File: src/rtl/spi_flash_arbiter_pkg.sv
// ============================================================================
// Module   : spi_arb_pkg
// Brief    : Shared state encoding and client count for the SPI flash arbiter.
// Revision : 1.0
// ============================================================================
`default_nettype none

package spi_arb_pkg;

    localparam int NUM_CLIENTS = 2;

    typedef enum logic [1:0] {
        S_IDLE    = 2'd0,
        S_GRANTED = 2'd1,
        S_ACTIVE  = 2'd2
    } s_arb;

endpackage

`default_nettype wire

File: src/rtl/spi_arb_rr.sv
// ============================================================================
// Module   : spi_arb_rr
// Brief    : Combinational two-way round-robin picker.
// Revision : 1.0
// ============================================================================
`default_nettype none

module spi_arb_rr
    import spi_arb_pkg::*;
(
    input  logic [NUM_CLIENTS-1:0] i_req,
    input  logic                   i_last_owner,
    output logic                   o_winner,
    output logic                   o_valid
);

    always_comb begin
        o_valid = |i_req;
        // On a tie the client that did not own the bus last time goes first.
        if (i_req[0] && i_req[1]) begin
            o_winner = ~i_last_owner;
        end else begin
            o_winner = i_req[1];
        end
    end

endmodule

`default_nettype wire

File: src/rtl/spi_flash_arbiter.sv
// ============================================================================
// Module   : spi_flash_arbiter
// Brief    : Session-held round-robin arbiter sharing one SPI master user port.
// Revision : 1.0
// ============================================================================
`default_nettype none

module spi_flash_arbiter
    import spi_arb_pkg::*;
#(
    parameter logic [15:0] GRANT_TIMEOUT = 16'd2000
) (
    input  logic                         clk,
    input  logic                         reset,
    input  logic [NUM_CLIENTS-1:0]       c_req,
    output logic [NUM_CLIENTS-1:0]       c_gnt,
    input  logic [NUM_CLIENTS-1:0]       c_enable,
    output logic [NUM_CLIENTS-1:0]       c_idle,
    input  logic [NUM_CLIENTS-1:0][7:0]  c_tx_len,
    input  logic [NUM_CLIENTS-1:0][7:0]  c_tx_data,
    output logic [NUM_CLIENTS-1:0]       c_tx_fetch,
    input  logic [NUM_CLIENTS-1:0][23:0] c_rx_len,
    output logic [NUM_CLIENTS-1:0]       c_rx_store,
    output logic [7:0]                   c_rx_data,
    output logic                         spi_enable,
    output logic [7:0]                   spi_tx_len,
    output logic [7:0]                   spi_tx_data,
    output logic [23:0]                  spi_rx_len,
    input  logic                         spi_idle,
    input  logic                         spi_tx_fetch,
    input  logic                         spi_rx_store,
    input  logic [7:0]                   spi_rx_data,
    output logic                         busy,
    output logic                         owner,
    output logic                         timeout
);

    s_arb                   r_state;
    logic [NUM_CLIENTS-1:0] r_gnt;
    logic                   r_owner;
    logic                   r_busy;
    logic                   r_timeout;
    logic                   r_idle_d;
    logic [15:0]            r_cnt;

    logic                   w_winner;
    logic                   w_valid;
    logic                   w_accept;
    logic                   w_idle_rise;
    logic                   w_expire;
    logic [15:0]            w_cnt_next;

    spi_arb_rr u_rr (
        .i_req        (c_req),
        .i_last_owner (r_owner),
        .o_winner     (w_winner),
        .o_valid      (w_valid)
    );

    // Only an owner sitting in S_GRANTED with an idle master may start a transaction.
    assign w_accept    = (r_state == S_GRANTED) && c_enable[r_owner] && spi_idle;
    assign w_idle_rise = spi_idle && !r_idle_d;
    assign w_cnt_next  = r_cnt + 16'd1;
    assign w_expire    = (GRANT_TIMEOUT != 16'd0) && (w_cnt_next == GRANT_TIMEOUT);

    always_ff @(posedge clk) begin
        if (reset) begin
            r_state   <= S_IDLE;
            r_gnt     <= '0;
            r_owner   <= 1'b1;
            r_busy    <= 1'b0;
            r_timeout <= 1'b0;
            r_idle_d  <= 1'b1;
            r_cnt     <= '0;
        end else begin
            r_idle_d  <= spi_idle;
            r_timeout <= 1'b0;
            case (r_state)
                S_IDLE: begin
                    if (w_valid && spi_idle) begin
                        r_gnt   <= 2'b01 << w_winner;
                        r_owner <= w_winner;
                        r_busy  <= 1'b1;
                        r_cnt   <= '0;
                        r_state <= S_GRANTED;
                    end
                end
                S_GRANTED: begin
                    if (w_accept) begin
                        r_cnt   <= '0;
                        r_state <= S_ACTIVE;
                    end else if (!c_req[r_owner] || w_expire) begin
                        r_gnt     <= '0;
                        r_busy    <= 1'b0;
                        r_timeout <= c_req[r_owner];
                        r_state   <= S_IDLE;
                    end else begin
                        r_cnt <= w_cnt_next;
                    end
                end
                S_ACTIVE: begin
                    // Grant is pinned until the master reports completion.
                    if (w_idle_rise) begin
                        r_cnt   <= '0;
                        r_state <= S_GRANTED;
                    end
                end
                default: begin
                    r_gnt   <= '0;
                    r_busy  <= 1'b0;
                    r_state <= S_IDLE;
                end
            endcase
        end
    end

    always_comb begin
        spi_enable  = w_accept;
        spi_tx_len  = '0;
        spi_tx_data = '0;
        spi_rx_len  = '0;
        if (r_busy) begin
            spi_tx_len  = c_tx_len[r_owner];
            spi_tx_data = c_tx_data[r_owner];
            spi_rx_len  = c_rx_len[r_owner];
        end
        // Non-owners never see idle, so they cannot mistake another session's completion for their own.
        c_idle     = {NUM_CLIENTS{spi_idle}} & r_gnt;
        c_tx_fetch = {NUM_CLIENTS{spi_tx_fetch}} & r_gnt;
        c_rx_store = {NUM_CLIENTS{spi_rx_store}} & r_gnt;
        c_rx_data  = spi_rx_data;
    end

    assign c_gnt   = r_gnt;
    assign busy    = r_busy;
    assign owner   = r_owner;
    assign timeout = r_timeout;

endmodule

`default_nettype wire
File: config.mk
export PLATFORM = sky130hd
export DESIGN_NAME = spi_flash_arbiter
export DESIGN_NICKNAME = d
export VERILOG_FILES = /design/src/rtl/spi_flash_arbiter_pkg.sv /design/src/rtl/spi_arb_rr.sv /design/src/rtl/spi_flash_arbiter.sv
export SDC_FILE = /design/constraint.sdc
export NUM_CORES = 1
export LEC_CHECK = 0
export CORE_MARGIN = 4
export CORE_UTILIZATION = 33
export DETAILED_ROUTE_END_ITERATION = 8
export PLACE_DENSITY_LB_ADDON = 0.12
export SLEW_MARGIN = 15
export SYNTH_ARGS = -nofsm -noshare
export SYNTH_HDL_FRONTEND = slang
export SYNTH_SLANG_ARGS = --single-unit
File: constraint.sdc
create_clock -name clk -period 2.79 [get_ports clk]
set_input_delay 0.558 -clock clk [delete_from_list [all_inputs] [get_ports clk]]
set_output_delay 0.558 -clock clk [all_outputs]
set_load 0.02 [all_outputs]
After elaboration in Yosys (flattened, before gate mapping)
Index checks and enable logic that the tools add are counted.
Widths: inputs -> output; s select.
Operators by class
  add/subtract/negate cells: 1
  magnitude comparators: 1
  equality and inequality tests: 9
  shift operators: 1
  mux-type cells: 31
  bitwise logic cells: 7
  reduce and logical (&&, ||, !) cells: 16
Operator list (count)
  $mux 24: 3
  $mux 16: 4
  $mux 8: 6
  $pmux 16 s3: 1
  $add 16x1->16 const B: 1
  $eq 16x11->1 const B: 1
  $mux 2: 6
  $pmux 2 s3: 2
  $mux 1: 8
  $reduce_and 4->1: 2
  $and 2x2->2: 3
  $ne 2x2->1 const B: 3
  $logic_and 1x1->1: 5
  $not 1->1: 4
  $reduce_or 4->1: 1
  $ne 3x2->1 const B: 1
  $ne 3x3->1 const B: 1
  $pmux 1 s3: 1
  $reduce_and 3->1: 1
  $reduce_bool 3->1: 1
  $eq 2x1->1 const B: 1
  $eq 2x2->1 const B: 1
  $logic_not 1->1: 2
  $logic_not 2->1: 1
  6 further kinds: 6
Storage, ports and cells
  flip-flop bits (word level): 24
  bits of input ports: 97
  output and inout bits: 60
  word-level logic and storage cells: 73

Logic depth before layout (Yosys ltp)
  depth after elaboration: 7
  depth in mapped cells: 10
  mapped depth without buffers: 8

Hierarchy
Synthesis repeated with hierarchy kept, for this count alone.
Unflattened totals
  cell total of the unflattened synthesis: 281
  area total of the unflattened synthesis: 2327.2 µm²
By module, submodules not included
  spi_flash_arbiter: instances 1, cells an instance 279, area an instance 2313.5 µm², sequential area each 480.5 µm²
  spi_arb_rr: instances 1, cells an instance 2, area an instance 13.8 µm², sequential area each 0.0 µm²

Worst setup path after synthesis
No wires, ideal clock.
  path type: register to register
  start point: register r_owner (netlist: owner)
  end point: register r_cnt[0]
  library setup time: 121 ps
  arrival: 2938 ps
  required time: 2669 ps
  setup slack: -269 ps
  cell stages (with the launch flop): 9
  buffers on the path: 2
  period minus slack after synthesis: 3059 ps
  cells stage by stage: dfxtp_1 > clkbuf_1 > mux2i_1 > nor4_1 > nor2_1 > nand2_1 > clkbuf_1 > nor2_1 > mux2_2
Between the ends
  word-level cells in the longest chain between the ends: 6
  elaborated cells between the ends (all ways): 12
Ends and longest elaborated chain
  start, declared: line spi_flash_arbiter.sv:40  | logic r_owner;
  start signal, assigned: line spi_flash_arbiter.sv:82  | r_owner <= w_winner;
  $mux 1 (not written as such) (*) (2 in series): line spi_flash_arbiter.sv:61  | assign w_accept = (r_state == S_GRANTED) && c_enable[r_owner] && spi_idle;
  $logic_and 1x1->1 (*) (2 in series): line spi_flash_arbiter.sv:61
  via spi_enable: line spi_flash_arbiter.sv:25  | output logic spi_enable,
  $ne 3x3->1 (no line) / $mux 16 (equally long branches)
  $reduce_and 4->1 (no line) / $pmux 16 s3 (equally long branches)
  end signal, assigned: line spi_flash_arbiter.sv:98  | r_cnt <= w_cnt_next;
  end, declared: line spi_flash_arbiter.sv:44  | logic [15:0] r_cnt;
Mark *: on every way through the listed nets, which the timed path passes. The rest lies on a longest branch. The select of a mux whose other input is x is not followed.
A chain may end at the register's enable or synchronous reset.

Worst setup path in the final report
  start point: register r_cnt[5]
  end point: register r_cnt[3]
Between the ends
  word-level cells in the longest chain between the ends: 5
Ends and longest elaborated chain
  $add 16x1->16: line spi_flash_arbiter.sv:63  | assign w_cnt_next = r_cnt + 16'd1;
  $eq 16x11->1: line spi_flash_arbiter.sv:64  | assign w_expire = (GRANT_TIMEOUT != 16'd0) && (w_cnt_next == GRANT_TIMEOUT);
  $logic_or 1x1->1: line spi_flash_arbiter.sv:92  | end else if (!c_req[r_owner] || w_expire) begin
  $ne 3x3->1 (no line)
  $reduce_and 4->1 (no line)
Every way passes these cells.

==> impl_metrics.toml <==
[drt]
routed.top_layer = "met4"
drt_iter0_drc = 59
antenna_left = 0
drc = 0
totalWireLength_um = 7910
wl_met1_um = 3240
via_count = 2545
wl_per_cell_um = 15.5
met2WireLength_um = 4020
routed_via_density = 5.00
met3_wirelength_um = 535
firstDrtPassIters = 4

[synth]
synthFlopType = "dfxtp_1"
ys_ff_latch = 24
syn_area_um2 = 2290
synth_nets = 384
synth.distinct_cells = 49
synth_edf_count = 0
synth-warning-count = 0
seq_area_frac_synth_pct = 21.0
syn_area_per_cell_um2 = 8.02
async_reset_ff_share_pct = 0
synthCells = 285

[sta]
fin_crit_sh_pct = 95.9
setup_viol = 0
finalHoldViolCount = 0
skew_ps = 4.86
slew-limit-headroom_pct = 67.5
worst_slew_pin_slew_ps = 483
rsz0062_at_grt = "false"
slew_violations = 0
setup_slack_ps = 113
fmax_mhz = 374
fin_crit_ps = 2680

[die]
die_h_um = 91.2
die_w_um = 91.2
design.core.area_um2 = 6760
dieArea_um2 = 8320
placementRows = 30
ios = 157
start_util_pct = 33.8

[global_routing]
grt_first_pass_wirelength_um = 12600
grt_max_degree = 21
grt_pass1_vias = 2368
grt-ovfl-total = 0
antenna_found_initial = 0
grtUsageTotal_pct = 18.3

[clock_network]
cts_setup_buffers = 0
holdBufCountCts = 0
htree_levels = 1
clock_latency_ps = 270
cts_resized = 0
cts_tree = "yes"
clk_pin_slew_ps = 90
root_buffer = "clkbuf_8"
clockBufferDepth = 2
cts_buffers = 3
clock_sinks = 24

[setup_path]
cp.required_ps = 3010
cp_slowest_stage_delay_ps = 450
start_kind = "flip-flop"
critPathKind = "reg -> reg"
arrival_ps = 2890
slowest_stage = "or4_4"
end_kind = "flip-flop"
path_max_fanout = 9
path_cells = "and4_1, and4_4, or3_1, a2111o_1, or4_4, a2111oi_4, buf_4, a22o_1"

[placed_design]
dp_hpwl_um = 6660
place_ws_ps = 139
port_buffers = 140
routabilityCongestion = 0.796

[cells_and_area]
antenna_cells = 0
fin_util_pct = 58.3
syn_to_final_growth_pct = 72.2
final_common_cell = "clkdlybuf4s50_1"
layout_common_cells = "clkdlybuf4s50_1, mux2i_1, nor2b_1"
layout.nets = 529
drive_gt1_share_pct = 11.4

[flow_run]
maxCapViolations = 0

[run_status]
status = "complete, no violations"

[worst_hold_path]
hp-class = "reg -> reg"

[power_and_ir_drop]
power.leakage_nw = 1.76
ir_worst_vdd_uv = 268
cellPowerDensity_nw_per_um2 = 295
cell usage after synthesis, drive strengths merged, types with 4 or more instances:
master / instances / area (µm²)
a211o: 7 / 68.8
a21oi: 5 / 25.0
a22o: 6 / 52.6
and2: 10 / 62.6
and3: 8 / 50.1
buf: 18 / 125
clkbuf: 13 / 48.8
dfxtp: 24 / 480
inv: 7 / 26.3
mux2i: 43 / 430
nand2: 17 / 63.8
nand2b: 4 / 25.0
nand3: 6 / 30.0
nand4: 6 / 37.5
nor2: 12 / 45.0
nor2b: 40 / 250
nor3: 13 / 65.1
o211ai: 4 / 30.0
xnor2: 6 / 52.6
through the flow:
stage	std cells	total power [mW]	setup TNS, ps	area (µm²)	hold slack [ps]
floorplan	285	0.613	-8.25	2290	485
global placement	505	0.863	0	3870	527
detailed placement	505	0.869	0	3870	534
CTS	509	1.17	0	3940	549
global route	509	1.21	0	3940	573
finish	509	1.16	0	3940	546
layout make-up:
type / count / area (µm²)
clock buffers: 3 / 41.3
clock inverters: 1 / 30.0
fillers: 635 / 2820
inverters: 7 / 26.3
multi-input cells: 223 / 1610
flip-flops and latches: 24 / 482
well taps: 80 / 100
repair buffers: 171 / 1650
cell families (layout without fill, tap and decap cells):
kind of cell             Yosys count  count (layout)  synth area share, %
buffers and inverters             38             182                 8.76
multiplexers                      44              44                 19.3
flip-flops                        24              24                 21.0
XOR/XNOR                           8               8                 3.07
AO/OA/AOI/OAI                     37              37                 13.5
adder cells (fa/ha/maj)            2               2                 1.09
AND/OR/NAND/NOR                  132             132                 33.2
power breakdown:
group	total, mW	switching [mW]	internal (mW)
Sequential	0.368	0.0169	0.351
Clock	0.307	0.115	0.192
Combinational	0.488	0.199	0.289
per-layer routing:
layer  global-route usage, %  up-vias
met2                    33.5      103
met4                    4.27        0
met1                    21.8     1138
met5                       0        -
li1                        -     1293
met3                    3.56       11
worst max-delay path: cells and delay by family, from the launching register on:
kind | cells | cell delay, ps
buf+inv | 1 | 220
simple gates | 4 | 1210
flops | 1 | 320
compound gates | 3 | 880
worst paths after layout:
check	startpoint	end	slack (ps)	cells past startpoint
worst max-delay path	r_cnt[5]	r_cnt[3]	110	8
worst min-delay path	r_cnt[6]	r_cnt[6]	550	1
worst max register to register	r_cnt[5]	r_cnt[3]	110	8
worst min register to register	r_cnt[6]	r_cnt[6]	550	1
sequential cells by signal, summed over array words and instances (netlist names):
| signal | cells |
|---|---|
| r_idle_d | 1 |
| r_cnt | 16 |
| r_state | 2 |
| timeout | 1 |
| busy | 1 |
| c_gnt | 2 |
| owner | 1 |
(Power assumes the default switching activity.)
